### src/rtl/io_cycle_ctrl.sv
// io_cycle_ctrl: Z80 I/O bus-cycle controller downstream of the I/O decoder.
// Latches the decoder chip selects for the whole I/O cycle, generates the
// qualified read/write strobes, the interrupt-acknowledge strobe, a one-clock
// write-end pulse and optional programmable wait states for the FDC and 8251.
//
// Build option: define IO_WAIT_EN to build the wait counter and drive nWAIT;
// without it nWAIT is tied high and every access skips straight to HOLD.
//
// Parameters:
//   WAIT_FDC  wait cycles when nCSFDC is selected (0..15)
//   WAIT_51   wait cycles when nCS51 is selected (0..15)
// Ports:
//   clk, rst                          clock, async active-high reset
//   nIORQ, nRD, nWR, nM1              Z80 control strobes (active-low)
//   nCFE, nCF7, nCS55, nCSFDC,
//   nCS51, nCF1                       decoder chip selects (active-low)
//   nCS_Q[5:0]                        latched {nCF1,nCS51,nCSFDC,nCS55,nCF7,nCFE}
//   nIORD, nIOWR                      qualified I/O read/write (active-low)
//   nINTA                             interrupt acknowledge (active-low)
//   WR_STB                            one-clk pulse at the end of a write cycle
//   nWAIT                             wait request to the CPU (active-low)
module io_cycle_ctrl #(
  parameter int unsigned WAIT_FDC = 3,
  parameter int unsigned WAIT_51  = 1
) (
  input  logic       clk,
  input  logic       rst,
  input  logic       nIORQ,
  input  logic       nRD,
  input  logic       nWR,
  input  logic       nM1,
  input  logic       nCFE,
  input  logic       nCF7,
  input  logic       nCS55,
  input  logic       nCSFDC,
  input  logic       nCS51,
  input  logic       nCF1,
  output logic [5:0] nCS_Q,
  output logic       nIORD,
  output logic       nIOWR,
  output logic       nINTA,
  output logic       WR_STB,
  output logic       nWAIT
);

  localparam int unsigned CsWidth  = 6;
  localparam int unsigned CntWidth = 4;
  localparam logic [CsWidth-1:0] CsIdle = 6'h3F;

  // Reject wait counts that do not fit the 4-bit counter.
  if (WAIT_FDC > 15 || WAIT_51 > 15) begin : gBadWaitCfg
    $error("io_cycle_ctrl: WAIT_FDC and WAIT_51 must be in 0..15");
  end

  typedef enum logic [1:0] {
    IDLE   = 2'd0,
    ACCESS = 2'd1,
    HOLD   = 2'd2,
    INTA   = 2'd3
  } stateT;

  stateT              state, stateNext;
  logic [CsWidth-1:0] csNext;
  logic               rdNext, wrNext, intaNext, stbNext;
  logic [CsWidth-1:0] csIn;

  assign csIn = {nCF1, nCS51, nCSFDC, nCS55, nCF7, nCFE};

`ifdef IO_WAIT_EN
  logic [CntWidth-1:0] cnt, cntNext, waitLoad;
  logic                nWaitQ, waitNext;

  // Wait count for the device being selected; FDC wins over the 8251.
  always_comb begin
    waitLoad = '0;
    if (!nCSFDC)     waitLoad = CntWidth'(WAIT_FDC);
    else if (!nCS51) waitLoad = CntWidth'(WAIT_51);
  end

  assign nWAIT = nWaitQ;
`else
  assign nWAIT = 1'b1;
`endif

  // State and registered outputs.
  always_ff @(posedge clk or posedge rst) begin
    if (rst) begin
      state  <= IDLE;
      nCS_Q  <= CsIdle;
      nIORD  <= 1'b1;
      nIOWR  <= 1'b1;
      nINTA  <= 1'b1;
      WR_STB <= 1'b0;
`ifdef IO_WAIT_EN
      cnt    <= '0;
      nWaitQ <= 1'b1;
`endif
    end else begin
      state  <= stateNext;
      nCS_Q  <= csNext;
      nIORD  <= rdNext;
      nIOWR  <= wrNext;
      nINTA  <= intaNext;
      WR_STB <= stbNext;
`ifdef IO_WAIT_EN
      cnt    <= cntNext;
      nWaitQ <= waitNext;
`endif
    end
  end

  // Next-state and next-output logic.
  always_comb begin
    stateNext = state;
    csNext    = nCS_Q;
    rdNext    = nIORD;
    wrNext    = nIOWR;
    intaNext  = nINTA;
    stbNext   = 1'b0;
`ifdef IO_WAIT_EN
    cntNext   = cnt;
    waitNext  = nWaitQ;
`endif

    unique case (state)
      IDLE: begin
        if (!nIORQ) begin
          if (!nM1) begin
            stateNext = INTA;
            intaNext  = 1'b0;
          end else if (nRD ^ nWR) begin
            // Exactly one of RD/WR low; both low is ignored as illegal.
            stateNext = ACCESS;
            csNext    = csIn;
            rdNext    = nRD;
            wrNext    = nWR;
`ifdef IO_WAIT_EN
            cntNext   = waitLoad;
            waitNext  = (waitLoad == '0);
`endif
          end
        end
      end

      ACCESS: begin
        if (nIORQ) begin
          // CPU dropped IORQ before the access completed: abort, no write pulse.
          stateNext = IDLE;
          csNext    = CsIdle;
          rdNext    = 1'b1;
          wrNext    = 1'b1;
`ifdef IO_WAIT_EN
          cntNext   = '0;
          waitNext  = 1'b1;
`endif
        end else begin
`ifdef IO_WAIT_EN
          if (cnt != '0) begin
            // nWAIT releases on the edge that brings the counter to zero.
            cntNext  = cnt - CntWidth'(1);
            waitNext = (cnt == CntWidth'(1));
          end else begin
            waitNext  = 1'b1;
            stateNext = HOLD;
          end
`else
          stateNext = HOLD;
`endif
        end
      end

      HOLD: begin
        if (nIORQ) begin
          stateNext = IDLE;
          csNext    = CsIdle;
          rdNext    = 1'b1;
          wrNext    = 1'b1;
          stbNext   = ~nIOWR;
        end
      end

      INTA: begin
        if (nIORQ) begin
          stateNext = IDLE;
          intaNext  = 1'b1;
        end
      end

      default: stateNext = IDLE;
    endcase
  end

endmodule

### config.mk
export PLATFORM = sky130hd
export DESIGN_NAME = io_cycle_ctrl
export DESIGN_NICKNAME = d
export VERILOG_FILES = /design/src/rtl/io_cycle_ctrl.sv
export SDC_FILE = /design/constraint.sdc
export NUM_CORES = 1
export LEC_CHECK = 0
export ABC_AREA = 1
export CORE_MARGIN = 4
export CORE_UTILIZATION = 44
export CTS_CLUSTER_SIZE = 28
export DETAILED_ROUTE_END_ITERATION = 8
export PLACE_DENSITY = 0.76
export REMOVE_ABC_BUFFERS = 1
export SLEW_MARGIN = 40
export SYNTH_ARGS = -nofsm -noshare
export SYNTH_HDL_FRONTEND = slang
export SYNTH_SLANG_ARGS = --single-unit
### constraint.sdc
create_clock -name clk -period 1.85 [get_ports clk]
set_clock_uncertainty 0.2 [all_clocks]
set_input_delay 0.185 -clock clk [delete_from_list [all_inputs] [get_ports clk]]
set_output_delay 0.185 -clock clk [all_outputs]
set_load 0.005 [all_outputs]
==> results.md <==
* CTS tree: yes
* GP Congestion at 0.814
* Share of cells above drive strength 1 at about 22%
* Setup violators final at 0
* Leak at between 0.4 and 0.5 nW
* Largest net degree at the start of global routing at 13
* Synth Area in Compound Gates at about 2.9%
* Crit-path leading delay family: flip-flops
* Initial DRC count at 15
* Hold Crit Class: in -> async
* CTS max path bufs at 2
* Slowest stage cell, crit path: dfstp_2
* Met3 layer usage reported by global route at roughly 4.9%
* Total Power at 1.73 mW
* Clk pin slew, worst setup/hold paths at about 70 ps
* Sequential element share of the synthesized area at between 40% and 50%
* Adder-cell area share of the yosys netlist at ~8.6%
* Worst-Skew Late Latency at 280 ps
* P&R area growth vs syn at 35.6%
* Final nets at 130
* Antenna-violating nets left at 0
* Setup TNS at 0 ps
* Pwr dens at 1760 nW/µm²
* Gr busiest metal: met2
* Number of flops mapped to enable cells by yosys at 0
* RSZ-0062 raised after global routing: no
* CP max FO at 3
* Top-area cell type share of the netlist area at about 33%
* Drt first pass iters at 4
* Post-CTS Hold Buffers at 0
* DRT Wirelength at around 1.5 mm
* Num rows at 14
* Clock root buffer: clkbuf_4
* MaxCap Viol Count at 0
* Global-route wire length before repair at 2.57 mm
* Worst EP required at about 1500 ps
* Post-DP HPWL at approximately 1.2 mm
* Worst IR Drop VDD at ~840 µV
* Vias at 641
* Die X at approximately 49 µm
* Crit path DAT at about 1300 ps
* Post-synthesis xor/xnor area fraction at 0%
* Vias per inst at around 5
* Setup Crit Path Kind: reg -> out
* Total gr overflow at 0
* Count leader, synth: nand2_1
* Core Box Area at 1540 µm²
* CP max stage delay at between 500 and 600 ps
* Status: complete, no violations
* CTS sink count at 12
* Port buffer count at 21
* TritonCTS Buffers at 3
* DRC at 0
* Post-synthesis instance total at 88
* Initial Util at between 40% and 50%
* Synth Area per Inst at 8.26 µm²
* Cell depth of the worst setup path at 1
* Fmax at approximately 580 MHz
* Top cells by count, synth: 27 x nand2_1, 14 x nand3_1, 10 x inv_1, 9 x dfstp_2, 6 x or2_2
* Worst-case reg-to-reg path depth at 8
* Setup slack at placement at between 150 and 200 ps
* GRT Util Overall at a little over an eighth
* Num ports at 23
* Synthesis warning total at 0
* Routing usage on met1 at between 15 and 20%
* CP Cell Sequence: clkdlybuf4s50_1
* Period utilization at 92.7%
* Post-CTS setup buffers at 0
* Largest cells by area after synthesis: dfstp_2 33%, nand2_1 14%, dfrtp_1 10%, nand3_1 9.6%, ha_1 8.6%
* CP endpoint kind: primary output
* Cell taking the most area after synthesis: dfstp_2
* Asr flop ratio synth at between 90% and 100%
* Initial antenna violation count at 0
* Setup crit start kind: register
* Buffers and inverters on the worst path at 1
* Die Y at 48.6 µm
* # diodes at 0
* Ys flop type: dfstp_2
* Synth Area in Simple Gates at 38.4%
* Post-synthesis mux area share at 0%
* Yosys cell types at 18
* Hold Slack at 2.42 ps
* Synth Register Bits at 12
* Post-CTS Resized at 0
* DR WL/cell at 11.7 µm
* Largest family of logic cells by synthesized area: simple AND/OR/NAND/NOR gates
* Pins Over Slew Limit at 0
* Mapped Area at slightly above 700 µm²
* # H-tree levels at 1
* Vias in the first global route at roughly 590
* Die ar. at roughly 2400 µm²
* Fin. Hold Viols at 0
* Final WS setup at 135 ps
* Tmin final at 1720 ps
* Met2 usage at about 23%
-- logic make-up (layout without fill, tap and decap cells) --
group | after synthesis | count (layout)
flip-flops | 12 | 12
adder cells (fa/ha/maj) | 5 | 5
buffers and inverters | 12 | 36
AO/OA/AOI/OAI | 4 | 4
AND/OR/NAND/NOR | 54 | 54
other | 1 | 1
-- power breakdown --
group          total [mW]  internal, mW  switching [mW]
logic               0.972         0.467           0.505
registers           0.552         0.469          0.0827
clock network       0.208         0.120          0.0879
total                1.73          1.06           0.675
-- metal layers --
layer / vias to the layer above / part of all wire, %
met5: - / 0
met4: 0 / 1.3
met3: 3 / 6.2
met2: 17 / 54
met1: 298 / 38
li1: 323 / -
-- cell type report --
type	instances	area, µm²
clock buffers	4	36.3
fillers	145	556
inverters	11	41.3
multi-input cells	64	367
flip-flops and latches	12	312
well taps	16	20.0
repair buffers	21	210
-- sequential cells by signal, indices dropped and copies added (netlist names) --
| signal | flops |
|---|---|
| nCS_Q | 6 |
| state | 2 |
| WR_STB | 1 |
| nINTA | 1 |
| nIORD | 1 |
| nIOWR | 1 |
-- stage by stage --
stage                     std cells  area, µm²  util (%)
after floorplan                  87        719         -
after global placement          124        950      61.6
after detailed placement        124        950      61.6
after CTS                       128        986      64.0
after global routing            128        986      64.0
final                           128        986      64.0
-- worst paths after layout --
| kind | from | end | slack (ps) |
|---|---|---|---|
| setup / recovery | nINTA | nINTA | 130 |
| hold / removal | rst | WR_STB | 2 |
| setup reg to reg | state[0] | nCS_Q[3] | 160 |
| hold reg to reg | nCS_Q[1] | nCS_Q[1] | 270 |
| max in group asynchronous | rst | nCS_Q[1] | 1110 |
| min in group clk | nCS_Q[1] | nCS_Q[1] | 270 |
-- layout by cell type, fill, tap and decap left out, drive strengths merged --
cell           count
o22ai              1
nor2               1
nand2             31
inv               11
clkbuf             4
conb               1
nand3             14
o21ai              2
nor3               2
ha                 5
dfrtp              3
clkdlybuf4s50     21
a21oi              1
or2                6
dfstp              9
Power figures use the tool's default switching activity.
